## src/rtl/fetch_pkg.sv

```systemverilog
// ============================================================================
// Module : fetch_pkg
// Shared types and constants for the instruction fetch stage.
// Rev    : 1.0
// ============================================================================
`default_nettype none

package fetch_pkg;

    typedef enum logic [1:0] {
        IDLE     = 2'd0,
        REQ      = 2'd1,
        WAIT_RSP = 2'd2,
        FAULT    = 2'd3
    } fetch_state_t;

    typedef struct packed {
        logic [31:0] pc;
        logic [31:0] instr;
    } fetch_entry_t;

    localparam logic [31:0] NOP_INSTR_DEF = 32'h0000_0013;

endpackage

`default_nettype wire

```

## src/rtl/fetch_fifo.sv

```systemverilog
// ============================================================================
// Module : fetch_fifo
// Small {pc, instr} FIFO; flush has priority over push and pop.
// Rev    : 1.0
// ============================================================================
`default_nettype none

module fetch_fifo
    import fetch_pkg::*;
#(
    parameter int DEPTH = 2,
    parameter int AW    = $clog2(DEPTH)
) (
    input  logic            clk,
    input  logic            rst_n,
    input  logic            push_i,
    input  fetch_entry_t    entry_i,
    input  logic            pop_i,
    input  logic            flush_i,
    output logic [AW:0]     count_o,
    output logic            empty_o,
    output fetch_entry_t    head_o
);

    fetch_entry_t       mem_q [DEPTH];
    logic [AW-1:0]      wr_ptr_q;
    logic [AW-1:0]      rd_ptr_q;
    logic [AW:0]        count_q;

    always_ff @(posedge clk) begin
        if (!rst_n) begin
            wr_ptr_q <= '0;
            rd_ptr_q <= '0;
            count_q  <= '0;
        end else if (flush_i) begin
            wr_ptr_q <= '0;
            rd_ptr_q <= '0;
            count_q  <= '0;
        end else begin
            if (push_i) begin
                wr_ptr_q <= wr_ptr_q + 1'b1;
            end
            if (pop_i) begin
                rd_ptr_q <= rd_ptr_q + 1'b1;
            end
            if (push_i && !pop_i) begin
                count_q <= count_q + 1'b1;
            end else if (pop_i && !push_i) begin
                count_q <= count_q - 1'b1;
            end
        end
    end

    // Storage needs no reset; the pointers and count define validity.
    always_ff @(posedge clk) begin
        if (push_i && !flush_i) begin
            mem_q[wr_ptr_q] <= entry_i;
        end
    end

    assign count_o = count_q;
    assign empty_o = (count_q == '0);
    assign head_o  = mem_q[rd_ptr_q];

endmodule

`default_nettype wire

```

## src/rtl/instr_fetch_unit.sv

```systemverilog
// ============================================================================
// Module : instr_fetch_unit
// Fetch stage: one outstanding imem read, {pc, instr} FIFO toward decode.
// Rev    : 1.0
// ============================================================================
`default_nettype none

module instr_fetch_unit
    import fetch_pkg::*;
#(
    parameter int          DEPTH     = 2,
    parameter logic [31:0] NOP_INSTR = NOP_INSTR_DEF
) (
    input  logic        clk,
    input  logic        rst_n,
    input  logic [31:0] pc,
    input  logic        redirect,
    output logic        imem_req_valid,
    output logic [31:0] imem_req_addr,
    input  logic        imem_req_ready,
    input  logic        imem_rsp_valid,
    input  logic [31:0] imem_rsp_data,
    output logic        fetch_stall,
    output logic        if_valid,
    output logic [31:0] if_instr,
    output logic [31:0] if_pc,
    input  logic        if_ready,
    output logic        fetch_fault
);

    localparam int AW = $clog2(DEPTH);

    fetch_state_t   state_q;
    logic [31:0]    req_addr_q;
    logic           drop_q;

    logic [AW:0]    fifo_count;
    logic           fifo_empty;
    fetch_entry_t   fifo_head;
    fetch_entry_t   push_entry;
    logic           push;
    logic           pop;
    logic           has_space;

    assign has_space  = (fifo_count < (AW+1)'(DEPTH));
    assign push       = (state_q == WAIT_RSP) && imem_rsp_valid && !drop_q && !redirect;
    assign pop        = if_valid && if_ready;
    assign push_entry = '{pc: req_addr_q, instr: imem_rsp_data};

    always_ff @(posedge clk) begin
        if (!rst_n) begin
            state_q    <= IDLE;
            req_addr_q <= '0;
            drop_q     <= 1'b0;
        end else begin
            case (state_q)
                IDLE: begin
                    if (redirect) begin
                        state_q <= IDLE;
                    end else if (pc[1:0] != 2'b00) begin
                        state_q <= FAULT;
                    end else if (has_space) begin
                        state_q    <= REQ;
                        req_addr_q <= pc;
                    end
                end
                REQ: begin
                    if (redirect) begin
                        drop_q <= 1'b1;
                    end
                    if (imem_req_ready) begin
                        state_q <= WAIT_RSP;
                    end
                end
                WAIT_RSP: begin
                    if (imem_rsp_valid) begin
                        drop_q  <= 1'b0;
                        state_q <= IDLE;
                    end else if (redirect) begin
                        drop_q <= 1'b1;
                    end
                end
                FAULT: begin
                    if (redirect) begin
                        state_q <= IDLE;
                    end
                end
                default: begin
                    state_q <= IDLE;
                end
            endcase
        end
    end

    fetch_fifo #(
        .DEPTH (DEPTH)
    ) u_fifo (
        .clk     (clk),
        .rst_n   (rst_n),
        .push_i  (push),
        .entry_i (push_entry),
        .pop_i   (pop),
        .flush_i (redirect),
        .count_o (fifo_count),
        .empty_o (fifo_empty),
        .head_o  (fifo_head)
    );

    // PC advances exactly once, in the cycle the memory accepts the request.
    assign fetch_stall    = !((state_q == REQ) && imem_req_ready);
    assign imem_req_valid = (state_q == REQ);
    assign imem_req_addr  = req_addr_q;
    assign fetch_fault    = (state_q == FAULT);

    assign if_valid = !fifo_empty && !redirect;
    assign if_instr = fifo_empty ? NOP_INSTR : fifo_head.instr;
    assign if_pc    = fifo_empty ? 32'h0 : fifo_head.pc;

endmodule

`default_nettype wire

```

## config.mk

```make
export PLATFORM = sky130hd
export DESIGN_NAME = instr_fetch_unit
export DESIGN_NICKNAME = d
export VERILOG_FILES = /design/src/rtl/fetch_pkg.sv /design/src/rtl/fetch_fifo.sv /design/src/rtl/instr_fetch_unit.sv
export SDC_FILE = /design/constraint.sdc
export NUM_CORES = 1
export LEC_CHECK = 0
export ABC_AREA = 1
export BUFFER_PORTS_ARGS = -buffer_cell sky130_fd_sc_hd__buf_2
export CORE_MARGIN = 3
export CORE_UTILIZATION = 25
export DETAILED_ROUTE_END_ITERATION = 10
export GPL_TIMING_DRIVEN = 0
export PLACE_DENSITY = 0.51
export SYNTH_ARGS = -nofsm -noshare
export SYNTH_HDL_FRONTEND = slang
export SYNTH_SLANG_ARGS = --single-unit
```

## constraint.sdc

```tcl
create_clock -name clk -period 3.9 [get_ports clk]
set_input_delay 0.78 -clock clk [delete_from_list [all_inputs] [get_ports clk]]
set_output_delay 0.78 -clock clk [all_outputs]
set_load 0.02 [all_outputs]
```

---- Word-level counts from Yosys, hierarchy flattened ----
Memory sizes are Yosys's and may differ from the RTL's. A register that Yosys moved wholly into a read port is not among the register bits.
Cells that the tools add are included.
cells by class
  magnitude comparators ................... 1
  reduce and logical (&&, ||, !) cells .... 23
  add/subtract/negate cells ............... 4
  muxes and demuxes ....................... 18
  equal/unequal tests ..................... 7
  bitwise logic cells ..................... 3
operators by type and width
  kind                                                   number
  two-way mux 32 bit                                     2
  two-way mux 2 bit                                      8
  logical AND 1 bit                                      9
  case mux 2 bit (4 select lines)                        1
  AND reduction 4 bit                                    2
  zero test 1 bit                                        6
  two-way mux 1 bit                                      6
  nonzero test 2 bit                                     3
  equality test 2 bit, second input constant             2
  zero test 2 bit                                        2
  inequality test 2 bit, second input constant           2
  inequality test 4 bit, second input constant           1
  NOT 1 bit                                              3
  adder 1 bit, second input constant                     2
  adder 2 x 1 -> 2 bit, second input constant            1
  equality test 2 x 1 -> 1 bit, second input constant    1
  less-than comparator 2 bit, second input constant      1
  inequality test 2 x 1 -> 1 bit, second input constant  1
  case mux 1 bit (2 select lines)                        1
  OR reduction 2 bit                                     1
  subtractor 2 x 1 -> 2 bit, second input constant       1
storage, ports and cells
  logic and storage cells ................. 63
  output and inout port bits .............. 100
  RAM bits ................................ 128
  register bits after elaboration ......... 39
  memories ................................ 1
memory list
  memory        depth  width  rd ports  clocked after memory_dff  write ports  line              RTL
  u_fifo.mem_q  2      64     1         1                         1            fetch_fifo.sv:25  fetch_entry_t mem_q [DEPTH];

---- Depth between registers and ports, before layout ----
  depth after elaboration ................. 8
  mapped depth ............................ 12

---- Cells and area by module ----
Synthesis repeated with hierarchy kept, for this count alone.
second synthesis, totals
  cell total of the unflattened synthesis .. 549
  area, all modules ....................... 7065.5 µm²
by module, submodules not included
  module            sequential area each (µm²)  area an instance (µm²)  instances  cells each
  fetch_fifo        3943.8                      5158.7                  1          233
  instr_fetch_unit  700.7                       1906.8                  1          316

---- Least setup slack after synthesis ----
Ideal clock, no wire load.
  path type ............................... in2reg
  from .................................... input port imem_rsp_valid
  to ...................................... memory u_fifo.mem_q[1][0] in the netlist's numbering (enable)
  path slack .............................. -0.279 ns
  arrival ................................. 3.691 ns
  data required time ...................... 3.412 ns
  buffers on the path ..................... 0
  stages on the path ...................... 4
  cell sequence ........................... nand2_1 -> nor2_1 -> nand2_1 -> nor2_1
on the way
  word-level cells in the longest chain between the ends .. 6
ends and longest elaborated chain
  item                                     line                    RTL
  start, declared                          instr_fetch_unit.sv:21  input logic imem_rsp_valid,
  logical AND 1 bit (3 in series)          instr_fetch_unit.sv:46  assign push = (state_q == WAIT_RSP) && imem_rsp_valid && !drop_q && !redirect;
  logical AND 1 bit                        fetch_fifo.sv:56        if (push_i && !flush_i) begin
  two-way mux 1 bit                        fetch_fifo.sv:56
  two-way mux 1 bit (implied by the code)  fetch_fifo.sv:57        mem_q[wr_ptr_q] <= entry_i;
  end, declared                            fetch_fifo.sv:25
Every way passes these cells.

==> flow_summary.json <==
{
  "max-vdd-ir-drop_uv": 207.8,
  "syn-num-nets": 630,
  "die_y_um": 165.5,
  "reg2reg_to": "u_fifo.mem_q[1][29]",
  "via_count": 4453,
  "cts_tree": "yes",
  "ff2ff_setup_slack_ns": 1.58,
  "clk_latency_ns": 0.42,
  "maxCapViolCount": 0,
  "min_from": "imem_req_addr[1]",
  "worstHoldEndpoint": "imem_req_addr[1]",
  "min_period_ns": 2.708,
  "grt-ovfl-total": 0,
  "critPathKind": "reg2out",
  "avgSynthCellArea_um2": 11.47,
  "synth_top_area_share": 0.6040,
  "place_ws_ns": 1.259,
  "grt_pass1_vias": 4370,
  "worstRegToRegCells": 8,
  "hold_class": "reg2reg",
  "placed_area_mm2": 0.007725,
  "async_flop_share": 0,
  "hold_buffers": 0,
  "htreeDepth": 4,
  "grt_pass1_wl_um": 25100,
  "first_iter_violations": 252,
  "die-area_mm2": 0.02741,
  "postRouteAntennaNets": 0,
  "cts_buffers": 17,
  "drive_gt1_frac": 0.3118,
  "clk_pin_slew_ns": 0.07,
  "worstMarginPinSlew_ns": 0.7489,
  "synthCells": 555,
  "p_per_area_mw_per_mm2": 491.0,
  "setup_viol": 0,
  "finalWorstSetupSlack_ns": 1.192,
  "status": "complete, no violations",
  "ys_ff_latch": 168,
  "hold_ws_ns": 0.4703,
  "io_buffers": 169,
  "finalHoldViolCount": 0,
  "n_antenna_cell": 0,
  "cp_top_family": "buffers and inverters",
  "drt_wl_total_um": 16850,
  "critPathArrivalTime_ns": 1.93,
  "synth_edf_count": 128,
  "fmax_mhz": 369.2,
  "yosys-top-cells-area": "edfxtp_1 60%, dfxtp_1 13%, nand2_1 8.6%, a21oi_1 5.1%, nor2_1 4.7%",
  "postCtsSetupRepairBufs": 0,
  "fin_crit_sh": 0.6945,
  "cts-resized-gates": 0,
  "finClkSkew_ns": 0.009218,
  "cp-end-kind": "primary output",
  "start_util": 0.2579,
  "place_congestion": 0.6916,
  "p_leak_nw": 3.401,
  "synth_area_leader_cell": "edfxtp_1",
  "io_pins": 170,
  "slew_headroom": 0.4996,
  "synth_ff_type": "edfxtp_1",
  "clock-root-buffer": "clkbuf_16",
  "crit_required_ns": 3.12,
  "path_max_fanout": 10,
  "antenna_found_initial": 1,
  "drc": 0,
  "syn2layout_area_growth_pct": 30.16,
  "rsz0062_at_grt": "no",
  "crit_chain": "inv_2, clkbuf_1, nand2_1, a21oi_1, buf_2",
  "firstDrtPassIters": 4,
  "startpoint_type": "flop",
  "grtUsageTotal": 0.1243,
  "cp_num_buf_inv": 3,
  "yosys.cell_types.count": 25,
  "clock-sinks": 168,
  "yosysSeqAreaShare": 0.7298,
  "avgViaCountPerCell": 4.108,
  "post-dp-hpwl_um": 11670,
  "coreArea_mm2": 0.02468,
  "r2r_start": "state_q[0]",
  "ctsLongestPathBuffers": 2,
  "critPathMaxStageDelay_ns": 0.43,
  "fin_area_mm2": 0.008283,
  "grt_max_degree": 28,
  "holdPathStages": 2,
  "final_nets": 822,
  "die_w_um": 165.5,
  "rows": 57,
  "netlist_area_mm2": 0.006364,
  "ys_warn_count": 0,
  "slowest_stage": "clkbuf_1",
  "wl_per_cell_um": 15.54,
  "slew_violations": 0
}
[synth_stat cells, types with 2 or more instances]
master and instances:
dfxtp_1 40, nor2_1 79, buf_6 3, nand3_1 7, inv_1 12, ha_1 5
o21ai_0 26, buf_1 2, clkbuf_1 6, o21ai_1 6, nand2_1 145, buf_2 14
clkbuf_2 3, inv_2 5, a21oi_1 65, edfxtp_1 128
[routing by layer]
metal  track usage  up-vias  wire [um]
met5             0        -         12
met4       0.03403        2        152
met3       0.03991       16       1278
met2        0.2082      131       8077
met1        0.1548     2033       7328
li1              -     2271          -
[final cells by class]
type / count / area (um2)
fill: 2557 / 16390
tap: 324 / 405.4
inverter: 18 / 70.07
timing repair buffer: 173 / 940.9
clock buffer: 21 / 470.5
clock inverter: 11 / 87.58
sequential: 168 / 4644
multi-input combinational: 341 / 1515
buffer: 28 / 148.9
[worst reg2reg max path: stages (launching register included)]
cell and delay [ns]:
dfxtp_1 0.35, inv_1 0.09, ha_1 0.16, nand2_1 0.07, nor2_1 0.09, nand2_1 0.14
nor2_4 0.61, buf_12 0.29, buf_16 0.20
[metrics by stage]
stage               TNS, ns    util  cells  power, mW
CTS                       0  0.3357   1084      4.145
detailed placement        0  0.3131   1052      2.538
global route              0  0.3357   1084      4.276
floorplan                 0       -    555      2.351
global placement     -79.88  0.3088   1048      2.528
finish                    0  0.3357   1084      4.067
[layout by cell type, fill, tap and decap left out, types with 2 or more instances in the layout]
| cell | n |
|---|---|
| inv_6 | 5 |
| clkbuf_1 | 7 |
| inv_2 | 5 |
| o21ai_1 | 6 |
| nand2_1 | 145 |
| buf_12 | 2 |
| clkbuf_16 | 17 |
| buf_16 | 2 |
| buf_6 | 3 |
| inv_1 | 12 |
| clkinv_4 | 3 |
| nor2_1 | 77 |
| ha_1 | 5 |
| nand3_1 | 7 |
| clkbuf_2 | 3 |
| o21ai_0 | 26 |
| dfxtp_1 | 40 |
| edfxtp_1 | 128 |
| clkbuf_8 | 3 |
| nor2_4 | 3 |
| buf_2 | 183 |
| buf_1 | 2 |
| a21oi_1 | 65 |
| clkinv_2 | 2 |
[how the worst max path moves through the flow]
stage / from / endpoint / slack, ns / cells past startpoint
after global placement: redirect / u_fifo.mem_q[1][26] / -0.67 / 4
after floorplan: imem_rsp_valid / u_fifo.mem_q[1][0] / 0.79 / 4
after detailed placement: redirect / u_fifo.mem_q[1][26] / 1.26 / 6
final: flop / if_pc[5] / 1.19 / 5
after global routing: flop / if_pc[5] / 0.97 / 5
after CTS: flop / if_pc[5] / 1.06 / 5
[sequential cells by signal (all words and copies together), names as in the netlist, named ones only]
signal / count
u_fifo.mem_q: 128
u_fifo.wr_ptr_q: 1
u_fifo.count_o: 2
drop_q: 1
state_q: 2
imem_req_addr: 32
u_fifo.rd_ptr_q: 1
[report_power, final]
| part | switching, mW | internal [mW] | leakage [nW] |
|---|---|---|---|
| clock network | 0.703 | 0.878 | 0.275 |
| registers | 0.0444 | 2.01 | 1.49 |
| logic | 0.282 | 0.149 | 1.64 |
[cells by family (layout without fill, tap and decap cells)]
kind of cell | after synthesis | after routing | synth area share
compound gates | 97 | 97 | 0.07629
fa+ha+maj | 5 | 5 | 0.009831
flops | 168 | 168 | 0.7298
xor+xnor | 1 | 1 | 0.001377
buf+inv | 46 | 251 | 0.03441
simple gates | 238 | 238 | 0.1482
No activity file was read; power rests on OpenSTA's default activity.
